**src/rtl/ex_muldiv_ctrl.sv**
```systemverilog
// Iterative RV32M multiply/divide unit: 32-cycle shift-add multiply and restoring
// divide on operand magnitudes, with sign fix-up and a registered one-cycle result strobe.
module ex_muldiv_ctrl (
    input  logic        clk,
    input  logic        reset_n,
    input  logic        flush,
    input  logic        req_valid,
    input  logic [2:0]  req_op,
    input  logic [31:0] op_a,
    input  logic [31:0] op_b,
    input  logic [4:0]  req_dest_addr,
    output logic        busy,
    output logic        res_valid,
    output logic [4:0]  res_dest_addr,
    output logic [31:0] res_data
);

    typedef enum logic [1:0] {IDLE, CALC, DONE} state_t;

    state_t      state_reg, state_next;
    logic [2:0]  op_reg;
    logic [4:0]  dest_reg;
    logic [31:0] b_mag_reg;
    logic        neg_reg;
    logic [63:0] acc_reg, acc_next;
    logic [4:0]  cnt_reg;
    logic        res_valid_reg;
    logic [31:0] res_data_reg;
    logic [4:0]  res_dest_reg;

    // Request decode: which operands are signed, their magnitudes and the result sign
    logic        is_div, a_sgn, b_sgn, a_neg, b_neg, res_neg;
    logic        div_zero, div_ovf, special, accept;
    logic [31:0] a_mag, b_mag;

    always_comb begin
        is_div   = req_op[2];
        a_sgn    = is_div ? ~req_op[0] : (req_op[1:0] == 2'b01 || req_op[1:0] == 2'b10);
        b_sgn    = is_div ? ~req_op[0] : (req_op[1:0] == 2'b01);
        a_neg    = a_sgn & op_a[31];
        b_neg    = b_sgn & op_b[31];
        a_mag    = a_neg ? -op_a : op_a;
        b_mag    = b_neg ? -op_b : op_b;
        res_neg  = (is_div && req_op[1]) ? a_neg : (a_neg ^ b_neg);
        div_zero = is_div && (op_b == 32'h0);
        div_ovf  = is_div && !req_op[0] && (op_a == 32'h8000_0000) && (op_b == 32'hFFFF_FFFF);
        special  = div_zero || div_ovf;
        accept   = req_valid && !flush && (state_reg == IDLE);
    end

    // One iteration step; acc holds {hi/remainder, lo/multiplier-or-quotient}
    logic [32:0] mul_sum, trial;
    always_comb begin
        mul_sum = {1'b0, acc_reg[63:32]} + (acc_reg[0] ? {1'b0, b_mag_reg} : 33'h0);
        trial   = acc_reg[63:31] - {1'b0, b_mag_reg};
        if (op_reg[2])
            acc_next = trial[32] ? {acc_reg[62:0], 1'b0} : {trial[31:0], acc_reg[30:0], 1'b1};
        else
            acc_next = {mul_sum, acc_reg[31:1]};
    end

    logic [63:0] prod;
    logic [31:0] quot, rem, result;
    always_comb begin
        prod = neg_reg ? -acc_reg : acc_reg;
        quot = neg_reg ? -acc_reg[31:0] : acc_reg[31:0];
        rem  = neg_reg ? -acc_reg[63:32] : acc_reg[63:32];
        if (op_reg[2])
            result = op_reg[1] ? rem : quot;
        else
            result = (op_reg[1:0] == 2'b00) ? prod[31:0] : prod[63:32];
    end

    always_comb begin
        state_next = state_reg;
        if (flush) begin
            state_next = IDLE;
        end else begin
            case (state_reg)
                IDLE:    if (req_valid) state_next = special ? DONE : CALC;
                CALC:    if (cnt_reg == 5'd0) state_next = DONE;
                DONE:    state_next = IDLE;
                default: state_next = IDLE;
            endcase
        end
    end

    always_ff @(posedge clk or negedge reset_n) begin
        if (!reset_n) begin
            state_reg     <= IDLE;
            op_reg        <= 3'h0;
            dest_reg      <= 5'h0;
            b_mag_reg     <= 32'h0;
            neg_reg       <= 1'b0;
            acc_reg       <= 64'h0;
            cnt_reg       <= 5'h0;
            res_valid_reg <= 1'b0;
            res_data_reg  <= 32'h0;
            res_dest_reg  <= 5'h0;
        end else begin
            state_reg <= state_next;
            if (accept) begin
                op_reg    <= req_op;
                dest_reg  <= req_dest_addr;
                b_mag_reg <= b_mag;
                neg_reg   <= special ? 1'b0 : res_neg;
                cnt_reg   <= 5'd31;
                if (div_zero)
                    acc_reg <= {op_a, 32'hFFFF_FFFF};
                else if (div_ovf)
                    acc_reg <= {32'h0, 32'h8000_0000};
                else
                    acc_reg <= {32'h0, a_mag};
            end else if (state_reg == CALC && !flush) begin
                acc_reg <= acc_next;
                if (cnt_reg != 5'd0)
                    cnt_reg <= cnt_reg - 5'd1;
            end
            // The strobe is registered so DONE's sign fix-up has a full cycle
            res_valid_reg <= (state_reg == DONE) && !flush;
            res_data_reg  <= ((state_reg == DONE) && !flush) ? result : 32'h0;
            res_dest_reg  <= ((state_reg == DONE) && !flush) ? dest_reg : 5'h0;
        end
    end

    assign busy          = (state_reg != IDLE);
    assign res_valid     = res_valid_reg;
    assign res_data      = res_data_reg;
    assign res_dest_addr = res_dest_reg;

endmodule

```
**config.mk**
```make
export PLATFORM = sky130hd
export DESIGN_NAME = ex_muldiv_ctrl
export DESIGN_NICKNAME = d
export VERILOG_FILES = /design/src/rtl/ex_muldiv_ctrl.sv
export SDC_FILE = /design/constraint.sdc
export NUM_CORES = 1
export LEC_CHECK = 0
export BUFFER_PORTS_ARGS = -buffer_cell sky130_fd_sc_hd__buf_2
export CORE_MARGIN = 2
export CORE_UTILIZATION = 32
export DETAILED_ROUTE_END_ITERATION = 12
export PLACE_DENSITY_LB_ADDON = 0.25
export SLEW_MARGIN = 0
export SYNTH_ARGS = -nofsm -noshare
export SYNTH_HDL_FRONTEND = slang
export SYNTH_SLANG_ARGS = --single-unit
```
**constraint.sdc**
```tcl
create_clock -name clk -period 8.45 [get_ports clk]
set_input_delay 0.4225 -clock clk [delete_from_list [all_inputs] [get_ports clk]]
set_output_delay 0.4225 -clock clk [all_outputs]
set_load 0.05 [all_outputs]
```
# Yosys cells after proc, flatten, opt, wreduce, memory -nomap -nowiden
# Cells that the tools add are included.
dict set report totals {
  reg_bits 150
  elab_cells 82
}
dict set report classes {
  addsub 8
  n_eq_ne 8
  mux 29
  bitwise_logic 4
  n_reduce_logical 23
}
# operator count
set op_table {}
lappend op_table {{64-bit 2-to-1 mux} 6}
lappend op_table {{32-bit 2-to-1 mux} 10}
lappend op_table {{32-bit negator} 4}
lappend op_table {{32-bit == test, second input constant} 2}
lappend op_table {{64-bit negator} 1}
lappend op_table {{32-bit by 32-bit adder with 33-bit output} 1}
lappend op_table {{33-bit by 32-bit subtractor with 33-bit output} 1}
lappend op_table {{32-bit zero test} 1}
lappend op_table {{5-bit 2-to-1 mux} 4}
lappend op_table {{1-bit logical AND} 9}
lappend op_table {{2-bit 2-to-1 mux} 4}
lappend op_table {{3-bit inequality test, second input constant} 2}
lappend op_table {{2-bit nonzero test} 3}
lappend op_table {{5-bit zero test} 1}
lappend op_table {{5-bit nonzero test} 1}
lappend op_table {{5-bit by 1-bit subtractor with 5-bit output, second input constant} 1}
lappend op_table {{2-bit by 1-bit == test with 1-bit output, second input constant} 2}
lappend op_table {{2-bit == test, second input constant} 2}
lappend op_table {{2-bit zero test} 2}
lappend op_table {{1-bit 2-to-1 mux} 4}
lappend op_table {{2-bit case mux with 2 select lines} 1}
lappend op_table {{2-bit AND reduction} 2}
lappend op_table {{1-bit AND} 2}
lappend op_table {{1-bit zero test} 2}
lappend op_table {{other kinds (3)} 4}

# Depth between registers and ports, before layout
dict set report logic_depth {
  depth_word 9
  depth_mapped 15
}

# Least setup slack after synthesis
# Ideal clock, no wire load.
dict set report synth_timing {
  path_kind {register to register}
  from {register acc_reg[0]}
  to {register acc_reg[63]}
  setup_ps 128
  arrival_ps 3193
  slack_ps 5129
  stages_incl_launch_ff 15
  path_buffers 2
  synth_period_minus_slack_ps 3321
  path_cell_list {dfrtp_1 -> inv_1 -> clkbuf_1 -> nor2_1 -> ha_1 -> clkbuf_1 -> a21o_1 -> a211o_1 -> a41oi_1 -> nor3_1 -> o311ai_0 -> o21bai_1 -> a221o_1 -> a21oi_1 -> a21oi_1}
}
dict set report synth_between {
  elab_chain_cells 5
}
# item line
set synth_rtl {}
lappend synth_rtl {{from (decl)} 25} ;# logic [63:0] acc_reg, acc_next;
lappend synth_rtl {{from (signal assigned)} 109} ;# acc_reg <= {op_a, 32'hFFFF_FFFF};
lappend synth_rtl {{from (signal assigned)} 111} ;# acc_reg <= {32'h0, 32'h8000_0000};
lappend synth_rtl {{from (signal assigned)} 113} ;# acc_reg <= {32'h0, a_mag};
lappend synth_rtl {{32-bit 2-to-1 mux} 54} ;# mul_sum = {1'b0, acc_reg[63:32]} + (acc_reg[0] ? {1'b0, b_mag_reg} : 33'h0);
lappend synth_rtl {{32-bit by 32-bit adder with 33-bit output} 54}
lappend synth_rtl {{64-bit 2-to-1 mux} 56} ;# if (op_reg[2])
lappend synth_rtl {{64-bit 2-to-1 mux} 114} ;# end else if (state_reg == CALC && !flush) begin
lappend synth_rtl {{64-bit 2-to-1 mux} 102} ;# if (accept) begin
# Every way passes these cells. The select of a mux whose other input is x is not followed.
# A chain may end at the register's enable or synchronous reset.

# Final worst setup path
# Ends and elaborated chain as after synthesis.

==> results.py <==
metrics = {
    "clock_network": {
        "cts.sinks": 150,
        "clk_path_buf_depth": 2,
        "postCtsHoldBufs": 0,
        "root_buffer": "clkbuf_16",
        "post_cts_buffers": 0,
        "numCtsBuffers": 17,
        "h-tree-depth": 4,
        "clk_pin_slew_ns": 0.07,
        "clk_latency_ns": 0.49,
        "cts_tree": "done",
        "cts_resized": 0,
    },
    "logic_synthesis": {
        "synth_edf_count": 0,
        "syn_inst": 1860,
        "syn-num-nets": 2010,
        "synthFlopType": "dfrtp_1",
        "yosysWarnings": 0,
        "avgSynthCellArea_sq_um": 7.858,
        "synth_top_area_frac": 0.2568,
        "synth.cell_area_sq_um": 14620,
        "yosysTopAreaCell": "dfrtp_1",
        "ys_ff_latch": 150,
        "synth.distinct_cells": 92,
        "async_flop_share": 1.000,
        "yosysSeqAreaShare": 0.2568,
        "ys_top_cells_by_area": "dfrtp_1, ha_1, xnor2_1",
    },
    "timing": {
        "min_period_ns": 4.818,
        "rsz0062_at_grt": "no",
        "slew_headroom": 0.2409,
        "slew_violations": 0,
        "setup_viol": 0,
        "holdWs_ns": 0.006091,
        "clock_skew_ns": 0.01843,
        "timing.final.hold_violations": 0,
        "fin_crit_sh": 0.5701,
        "tightest_slew_ns": 1.133,
        "finalSetupTns_ns": 0,
        "clock.fmax_mhz": 207.6,
        "setup_slack_ns": 3.632,
    },
    "cells_and_area": {
        "fill_cells": 4736,
        "area_growth_pct": 11.37,
        "multi_input_area_sq_um": 10110,
        "fin_nets": 2045,
        "layout_commonest_cell": "nand2_1",
        "layout_common_cells": "nand2_1, o21ai_0, a21oi_1",
        "regArea_sq_um": 3759,
        "drive_above_1_share": 0.1217,
        "largest_reg_flops": 64,
    },
    "run": {
        "maxCapViolations": 0,
    },
    "drt": {
        "vias": 14700,
        "drtPass1Iterations": 5,
        "drc": 0,
        "routed_via_density": 5.858,
        "avgRoutedWirePerCell_um": 22.71,
        "ant_nets": 0,
        "drt_iter0_markers": 1208,
        "drt_wl_total_um": 56990,
    },
    "setup_path": {
        "reg2reg_from": "acc_reg[0]$_DFFE_PN0P_",
        "cp-end-kind": "register",
        "crit_path_start_kind": "register",
        "critPathArrivalTime_ns": 5.18,
        "crit_fanout": 33,
        "crit_path_start": "acc_reg[0]$_DFFE_PN0P_",
        "critPathKind": "reg2reg",
        "crit_required_ns": 8.81,
    },
    "die": {
        "dieArea_sq_um": 47400,
        "io_pins": 115,
        "die_w_um": 217.7,
        "core-area_sq_um": 45190,
        "die_y_um": 217.7,
        "initial_core_util": 0.3235,
        "fp-row-count": 78,
    },
    "status": {
        "outcome": "complete, no violations",
    },
    "global_routing": {
        "antenna_found_initial": 3,
        "grt_max_degree": 95,
        "grt_pass1_wl_um": 86910,
        "track_usage": 0.2428,
        "grt_pass1_vias": 14210,
        "grt_overflow": 0,
    },
    "placed_design": {
        "place_congestion": 0.9476,
        "dp_hpwl_um": 43030,
        "port_buffers": 114,
        "place_ws_ns": 3.728,
    },
    "hold_path": {
        "hold_path_class": "in2async",
    },
    "power": {
        "p_per_area_nw_per_um2": 384.6,
        "p_leak_nw": 7.093,
        "power.total_mw": 6.260,
        "vdd_ir_drop_max_uv": 126.1,
    },
}
==> where the power goes <==
group	internal, mW	total, mW	leakage [nW]	switching (mW)
sequential	0.922	1.39	1.90	0.467
combinational	1.56	4.05	4.90	2.49
clock	0.480	0.821	0.296	0.340
total	2.97	6.26	7.09	3.29
==> routing by layer <==
layer | global-route usage | up-vias | routed length (um)
met3 | 0.05718 | 130 | 4209
li1 | - | 6867 | -
met5 | 0 | - | 0
met2 | 0.3964 | 586 | 26600
met1 | 0.2953 | 7114 | 23230
met4 | 0.1306 | 0 | 2946
==> cell usage after synthesis (all sizes together), types with 8 or more instances <==
master and count:
o21a 21, o211ai 10, nand3 21, dfrtp 150, o41ai 17, o31ai 28
a221o 9, o221ai 13, ha 72, xnor2 100, a21oi 151, and2 10
nor4 14, a22oi 9, buf 31, and3 21, o21ai 179, mux2 11
or2 10, nor3 32, a21o 45, a31oi 14, or3 30, nor2b 19
nand2 202, nand4 17, mux2i 42, clkbuf 94, inv 71, xor2 96
a221oi 32, o21bai 12, nor2 143, a211oi 32, nand2b 9, or4 16
and4 8
==> cells by family (layout without fill, tap and decap cells) <==
group | after synthesis | count (layout) | synth area share
mux | 53 | 53 | 0.03775
flops | 150 | 150 | 0.2568
compound gates | 627 | 627 | 0.2821
fa+ha+maj | 74 | 74 | 0.06437
simple gates | 564 | 564 | 0.1878
buf+inv | 196 | 243 | 0.05367
xor+xnor | 196 | 196 | 0.1174
other cells | 0 | 2 | 0
==> critical path, cell delays in order, from the launching register on <==
cell and delay [ns]:
dfrtp_1 0.41, inv_1 0.81, nor2_1 0.21, fa_1 0.50, a211oi_1 0.35, o211ai_1 0.18
a41oi_1 0.52, nor4_1 0.16, o311ai_0 0.79, o21bai_1 0.20, a221o_1 0.35, a21oi_1 0.12
a21oi_1 0.08
==> worst paths after layout <==
kind                       slack (ns)                          to  depth (start not counted)
max reg2reg                      3.63     acc_reg[63]$_DFFE_PN0P_                         12
min in group clk                 0.13     dest_reg[4]$_DFFE_PN0P_                          3
max in group asynchronous        6.91  res_dest_addr[1]$_DFF_PN0_                          2
min reg2reg                      0.47     dest_reg[0]$_DFFE_PN0P_                          2
min                             0.006     acc_reg[32]$_DFFE_PN0P_                          1
max                              3.63     acc_reg[63]$_DFFE_PN0P_                         12
==> through the flow <==
stage            util  instances  instance area [sq um]
6_report       0.3602       2509                  16280
5_1_grt        0.3601       2507                  16270
4_1_cts        0.3601       2507                  16270
3_5_place_dp   0.3467       2476                  15670
3_3_place_gp   0.3467       2476                  15670
2_1_floorplan       -       1860                  14620
==> area by class of cell <==
type / count / area share
multi-input cells: 1514 / 0.6212
well taps: 600 / 0.04612
flip-flops and latches: 150 / 0.2309
diodes: 2 / 0.0003075
repair buffers: 141 / 0.04789
inverters: 71 / 0.01637
clock inverters: 10 / 0.008916
clock buffers: 21 / 0.02829
No activity file was read; power rests on OpenSTA's default activity.
